File: src/rtl/cnn_pkg.sv
// Shared types and defaults for the CNN layer sequencer.
// Holds the state encoding and the default stage lengths.
package cnn_pkg;

  typedef enum logic [2:0] {
    S_IDLE,
    S_L1,
    S_L2,
    S_L3,
    S_POOL,
    S_DONE
  } state_t;

  localparam int DEF_L1      = 4;
  localparam int DEF_L2      = 8;
  localparam int DEF_L3      = 16;
  localparam int DEF_POOL_TO = 64;

  function automatic int max4(
    input int a,
    input int b,
    input int c,
    input int d
  );
    int m;
    m = a;
    if (b > m) m = b;
    if (c > m) m = c;
    if (d > m) m = d;
    return m;
  endfunction

endpackage

File: src/rtl/cnn_stage_cnt.sv
// Loadable down-counter shared by all timed stages.
// Saturates at zero and flags it.
module cnn_stage_cnt #(
  parameter int W = 4
) (
  input  logic         clk,
  input  logic         rst_n,
  input  logic         load,
  input  logic [W-1:0] load_val,
  output logic         zero
);

  logic [W-1:0] cnt;

  always_ff @(posedge clk or negedge rst_n) begin
    if (!rst_n) begin
      cnt <= '0;
    end else if (load) begin
      cnt <= load_val;
    end else if (cnt != '0) begin
      cnt <= cnt - 1'b1;
    end
  end

  assign zero = (cnt == '0);

endmodule

File: src/rtl/cnn_seq_ctrl.sv
// Frame sequencer for a three-layer CNN with pooled output.
// Steps L1 -> L2 -> L3 -> POOL -> DONE per accepted picture.
module cnn_seq_ctrl
  import cnn_pkg::*;
#(
  parameter int L1_CYCLES    = DEF_L1,
  parameter int L2_CYCLES    = DEF_L2,
  parameter int L3_CYCLES    = DEF_L3,
  parameter int POOL_TIMEOUT = DEF_POOL_TO
) (
  input  logic         clk,
  input  logic         rst_n,
  input  logic         i_pic_valid,
  input  logic [255:0] i_pic_data,
  output logic         o_pic_ready,
  output logic [255:0] o_pic_data,
  output logic         o_l1_en,
  output logic         o_l2_en,
  output logic         o_l3_en,
  output logic [1:0]   o_weight_sel,
  input  logic         i_l3p_valid,
  input  logic         i_abort,
  output logic         o_busy,
  output logic         o_done,
  output logic         o_err,
  output logic [15:0]  o_frame_cnt
);

  localparam int CMAX = max4(L1_CYCLES, L2_CYCLES,
                             L3_CYCLES, POOL_TIMEOUT);
  localparam int CW   = $clog2(CMAX) + 1;

  state_t        state;
  state_t        nxt;
  logic          err_nxt;
  logic          hs;
  logic          load;
  logic [CW-1:0] load_val;
  logic          cnt_zero;

  // Ready is gated by reset so every output reads 0 while held.
  assign o_pic_ready = rst_n & (state == S_IDLE) & ~i_abort;
  assign hs          = o_pic_ready & i_pic_valid;

  always_comb begin
    nxt     = state;
    err_nxt = 1'b0;
    unique case (state)
      S_IDLE: begin
        if (hs) nxt = S_L1;
      end
      S_L1: begin
        if (i_abort)       nxt = S_IDLE;
        else if (cnt_zero) nxt = S_L2;
      end
      S_L2: begin
        if (i_abort)       nxt = S_IDLE;
        else if (cnt_zero) nxt = S_L3;
      end
      S_L3: begin
        if (i_abort)       nxt = S_IDLE;
        else if (cnt_zero) nxt = S_POOL;
      end
      S_POOL: begin
        if (i_abort) begin
          nxt = S_IDLE;
        end else if (i_l3p_valid) begin
          nxt = S_DONE;
        end else if (cnt_zero) begin
          nxt     = S_DONE;
          err_nxt = 1'b1;
        end
      end
      S_DONE: begin
        nxt = S_IDLE;
      end
      default: begin
        nxt = S_IDLE;
      end
    endcase
  end

  // Reload the shared counter on entry to each timed stage.
  always_comb begin
    load     = 1'b0;
    load_val = '0;
    if (nxt != state) begin
      unique case (1'b1)
        (nxt == S_L1): begin
          load     = 1'b1;
          load_val = CW'(L1_CYCLES - 1);
        end
        (nxt == S_L2): begin
          load     = 1'b1;
          load_val = CW'(L2_CYCLES - 1);
        end
        (nxt == S_L3): begin
          load     = 1'b1;
          load_val = CW'(L3_CYCLES - 1);
        end
        (nxt == S_POOL): begin
          load     = 1'b1;
          load_val = CW'(POOL_TIMEOUT - 1);
        end
        default: begin
          load = 1'b0;
        end
      endcase
    end
  end

  cnn_stage_cnt #(
    .W(CW)
  ) u_cnt (
    .clk     (clk),
    .rst_n   (rst_n),
    .load    (load),
    .load_val(load_val),
    .zero    (cnt_zero)
  );

  always_ff @(posedge clk or negedge rst_n) begin
    if (!rst_n) begin
      state        <= S_IDLE;
      o_pic_data   <= '0;
      o_l1_en      <= 1'b0;
      o_l2_en      <= 1'b0;
      o_l3_en      <= 1'b0;
      o_weight_sel <= 2'd0;
      o_busy       <= 1'b0;
      o_done       <= 1'b0;
      o_err        <= 1'b0;
      o_frame_cnt  <= 16'd0;
    end else begin
      state   <= nxt;
      o_l1_en <= (nxt == S_L1);
      o_l2_en <= (nxt == S_L2);
      o_l3_en <= (nxt == S_L3);
      o_busy  <= (nxt != S_IDLE);
      o_done  <= (nxt == S_DONE);
      o_err   <= (nxt == S_DONE) & err_nxt;
      unique case (nxt)
        S_L1:    o_weight_sel <= 2'd1;
        S_L2:    o_weight_sel <= 2'd2;
        S_L3:    o_weight_sel <= 2'd3;
        default: o_weight_sel <= 2'd0;
      endcase
      if (hs) o_pic_data <= i_pic_data;
      if (nxt == S_DONE) o_frame_cnt <= o_frame_cnt + 16'd1;
    end
  end

endmodule
File: config.mk
export PLATFORM = sky130hd
export DESIGN_NAME = cnn_seq_ctrl
export DESIGN_NICKNAME = d
export VERILOG_FILES = /design/src/rtl/cnn_pkg.sv /design/src/rtl/cnn_stage_cnt.sv /design/src/rtl/cnn_seq_ctrl.sv
export SDC_FILE = /design/constraint.sdc
export NUM_CORES = 1
export LEC_CHECK = 0
export CAP_MARGIN = 20
export CORE_AREA = 2 2 211 213
export DETAILED_ROUTE_END_ITERATION = 8
export DIE_AREA = 0 0 213 215
export PLACE_DENSITY = 0.52
export SLEW_MARGIN = 25
export SYNTH_ARGS = -nofsm -noshare
export SYNTH_HDL_FRONTEND = slang
export SYNTH_SLANG_ARGS = --single-unit
File: constraint.sdc
create_clock -name clk -period 5.5 [get_ports clk]
set_clock_uncertainty 0.05 [all_clocks]
set_input_delay 1.1 -clock clk [delete_from_list [all_inputs] [get_ports clk]]
set_output_delay 1.1 -clock clk [all_outputs]
set_load 0.01 [all_outputs]
---- Word level (Yosys, flattened, before mapping) ----
Cells that the tools add are included.
cells by class
  bitwise operators ....................... 5
  $add $sub $neg .......................... 2
  muxes and demuxes ....................... 22
  reductions and logical operators ........ 6
  equal/unequal tests ..................... 10
operator list
  cell                     number
  $mux W3                  10
  $pmux W6 S4              1
  $add A16 B1 Y16 const B  1
  $pmux W3 S5              1
  $mux W7                  2
  $eq A3 B2 Y1 const B     4
  $eq A3 B3 Y1 const B     3
  $logic_not A7 Y1         1
  $reduce_bool A7 Y1       1
  $sub A7 B1 Y7 const B    1
  $eq A3 B1 Y1 const B     2
  $mux W1                  6
  $mux W6                  1
  $pmux W2 S3              1
  $and A1 B1 Y1            4
  $reduce_or A4 Y1         1
  $logic_not A3 Y1         1
  $ne A3 B3 Y1             1
  $reduce_bool A3 Y1       1
  $reduce_bool A2 Y1       1
  $not A1 Y1               1
storage, ports and cells
  output and inout bits ................... 281
  bits of input ports ..................... 261
  bits in registers ....................... 290

---- Longest topological paths before layout ----
  depth after elaboration ................. 11
  depth in mapped cells ................... 9
  gate-level depth less buffers ........... 7

---- Hierarchy ----
Synthesis repeated with hierarchy kept, for this count alone.
second synthesis, totals
  cell total of the unflattened synthesis .. 696
  area total of the unflattened synthesis .. 11182.0 µm²
modules (own cells, without submodules)
  module         times used  cells each  area an instance (µm²)
  cnn_seq_ctrl   1           653         10747.8
  cnn_stage_cnt  1           43          434.2

---- Worst setup path after synthesis ----
Ideal clock, no wire load.
  path type ............................... input -> output
  from .................................... input i_abort
  to ...................................... output o_pic_ready
  path buffers ............................ 1
  data arrival time ....................... 1580 ps
  required time ........................... 4350 ps
  cell stages on the path ................. 3
  setup slack ............................. 2770 ps
  cells stage by stage .................... buf_2 > nor2_2 > and3_1
on the way
  word-level cells in the longest chain between the ends .. 2
ends and longest elaborated chain
  item           line                source
  from (decl)    cnn_seq_ctrl.sv:22  input logic i_abort,
  $not A1 Y1     cnn_seq_ctrl.sv:42  assign o_pic_ready = rst_n & (state == S_IDLE) & ~i_abort;
  $and A1 B1 Y1  cnn_seq_ctrl.sv:42
  to (decl)      cnn_seq_ctrl.sv:15  output logic o_pic_ready,
Every way passes these cells.

---- Worst setup path in the final report ----
Ends and elaborated chain as after synthesis.

==> out/qor.yml <==
n_fill_cell: 4082
netlist_area_sq_mm: 0.0111
power.total_mw: 7.58
end_kind: "primary output"
final_core_util_pct: 42.1
final_common_cell: "clkdlybuf4s50_1"
routed-wl-met3_um: 3600
tightest_slew_ps: 952
grt_setup_unrepaired: "false"
critPathMaxFanout: 19
ff_latch_area_sq_mm: 0.00726
cap_violations: 0
grt_max_degree: 151
dpl.hpwl_um: 25600
cp.required_ps: 4350
gp_congestion: 0.768
coreArea_sq_mm: 0.0436
cts-root-buf: "clkbuf_16"
drt-met1-wl_um: 12700
holdWs_ps: 417
leakage_nw: 7.47
run_status: "complete, no violations"
r2r_slack_ps: 2950
grt_pass1_wl_um: 52500
antenna_found_initial: 0
hold_viol: 0
die_h_um: 215
final_cell_mix: "clkdlybuf4s50_1, dfrtp_1, mux2_2"
path_class: "in2out"
pin_count: 542
p_per_area_mw_per_mm2: 412
period_needed_ps: 4050
synth-seq-cells: 290
ant_nets: 0
cp.arrival_ps: 2900
report.final.slew_viol_count: 0
drtIter0Drc: 283
avgSynthCellArea_sq_um: 16.1
dr.max_layer_used: "met4"
post_cts_resized: 0
r2r_end: "u_cnt.cnt[4]$_DFFE_PN0P_"
start_util_pct: 25.5
multi_input_area_sq_mm: 0.00367
numCtsBuffers: 36
final_nets: 1509
syn_nets: 955
syn_inst: 692
min_path_type: "in2async"
tns_ps: 0
tritoncts: "yes"
slew_headroom_pct: 36.5
cts_hold_buf: 0
grt_usage_pct: 15.1
clkSinkCount: 290
clkTransAtPathRegs_ps: 60
pre_cts_slack_ps: 1440
grt_pass1_vias: 8489
r2r_start: "u_cnt.cnt[0]$_DFFE_PN0P_"
rows: 77
die_x_um: 213
start_kind: "input port"
syn2layout_area_growth_pct: 65.4
dieArea_sq_mm: 0.0458
rr_worst_depth: 7
peakVddDrop_mv: 0.212
drive_above_1_share_pct: 26.0
grt_overflow_total: 0
drc: 0
worst_slack_ps: 1450
drt-vias-per-instance: 4.24
clk_path_buf_depth: 3
post-cts-setup-buffers: 0
portBuffers: 541
fmax_ghz: 0.247
dr_wl_met2_um: 17500
diodes: 0
wl_per_cell_um: 18.7
yosysUniqueCellTypes: 40
setup_viol: 0
route.vias.total: 7888
synth_seq_area_share_pct: 65.3
h-tree-depth: 2
drtPass1Iterations: 4
clock_latency_ps: 530
yosysWarnings: 0
finalCritPeriodShare_pct: 73.7
routed_wl_um: 34700
power breakdown:
group          leakage, nW  internal (mW)  total (mW)  switching [mW]
logic                 3.43           1.48        2.35           0.871
registers             3.49           2.67        2.96           0.286
clock network        0.550           1.37        2.27           0.898
cell type report:
cell class | count | area share [%]
sequential | 290 | 39.5
clock buffer | 55 | 5.78
timing repair buffer | 552 | 30.4
clock inverter | 5 | 0.313
tap | 592 | 4.03
inverter | 3 | 0.0612
multi-input combinational | 363 | 20.0
kinds of logic (layout without fill, tap and decap cells):
family,Yosys count,in the layout,synth area share (%)
xor+xnor,22,22,1.73
simple gates,60,60,3.51
fa+ha+maj,2,2,0.225
buf+inv,39,615,1.70
flops,290,290,65.3
mux,257,257,26.0
compound gates,22,22,1.49
flip-flops by register name, summed over array words and instances (netlist names):
name and flops:
o_done 1, u_cnt.cnt 7, o_pic_data 256, o_l1_en 1, o_l3_en 1, o_busy 1, o_weight_sel 2, o_l2_en 1
o_frame_cnt 16, o_err 1, state 3
worst max-delay path by stage:
stage	endpoint	from	slack, ps	cells after the start
6_report	o_pic_ready	i_abort	1450	4
5_1_grt	o_pic_ready	i_abort	1300	4
4_1_cts	o_pic_ready	i_abort	1440	4
3_5_place_dp	o_pic_ready	i_abort	1440	4
3_3_place_gp	o_pic_ready	i_abort	1460	4
2_1_floorplan	o_pic_ready	i_abort	2770	3
synthesized netlist by cell type, drive strengths merged:
cell type | n | area, sq um
a211oi | 1 | 12.5
nand4bb | 2 | 22.5
nor3 | 9 | 70.1
a221oi | 1 | 8.76
nand2b | 2 | 12.5
nor2 | 6 | 25.0
ha | 2 | 25.0
o21ai | 3 | 15.0
nand2 | 11 | 41.3
inv | 3 | 11.3
o2bb2ai | 1 | 15.0
and3 | 6 | 37.5
xor2 | 6 | 52.6
or3b | 1 | 11.3
a32oi | 1 | 8.76
a21o | 1 | 7.51
and4 | 2 | 17.5
nor3b | 2 | 20.0
o22ai | 1 | 6.26
o22a | 1 | 8.76
o311a | 1 | 10.0
nand4b | 1 | 8.76
a22oi | 3 | 22.5
nand3 | 6 | 30.0
and2 | 2 | 12.5
nor4 | 4 | 40.0
o21a | 1 | 7.51
nand4 | 3 | 18.8
o31a | 2 | 17.5
a21oi | 5 | 25.0
mux2 | 257 | 2890
xnor2 | 16 | 140
buf | 36 | 178
dfrtp | 290 | 7260
nand3b | 3 | 22.5
stage by stage:
stage / instances / area, sq um
global placement: 1799 / 17200
detailed placement: 1799 / 17200
global route: 1860 / 18400
floorplan: 692 / 11100
finish: 1860 / 18400
CTS: 1859 / 18400
per-layer routing:
| layer | track usage (%) | vias to the layer above |
|---|---|---|
| li1 | - | 3570 |
| met1 | 16.7 | 3936 |
| met2 | 26.0 | 330 |
| met3 | 6.08 | 52 |
| met4 | 5.31 | 0 |
| met5 | 0 | - |
worst max-delay path, cell delays in order:
cell,delay [ps]
clkdlybuf4s50_1,750
nor2_2,300
and3_1,200
clkdlybuf4s50_1,550
No activity file was read; power rests on OpenSTA's default activity.
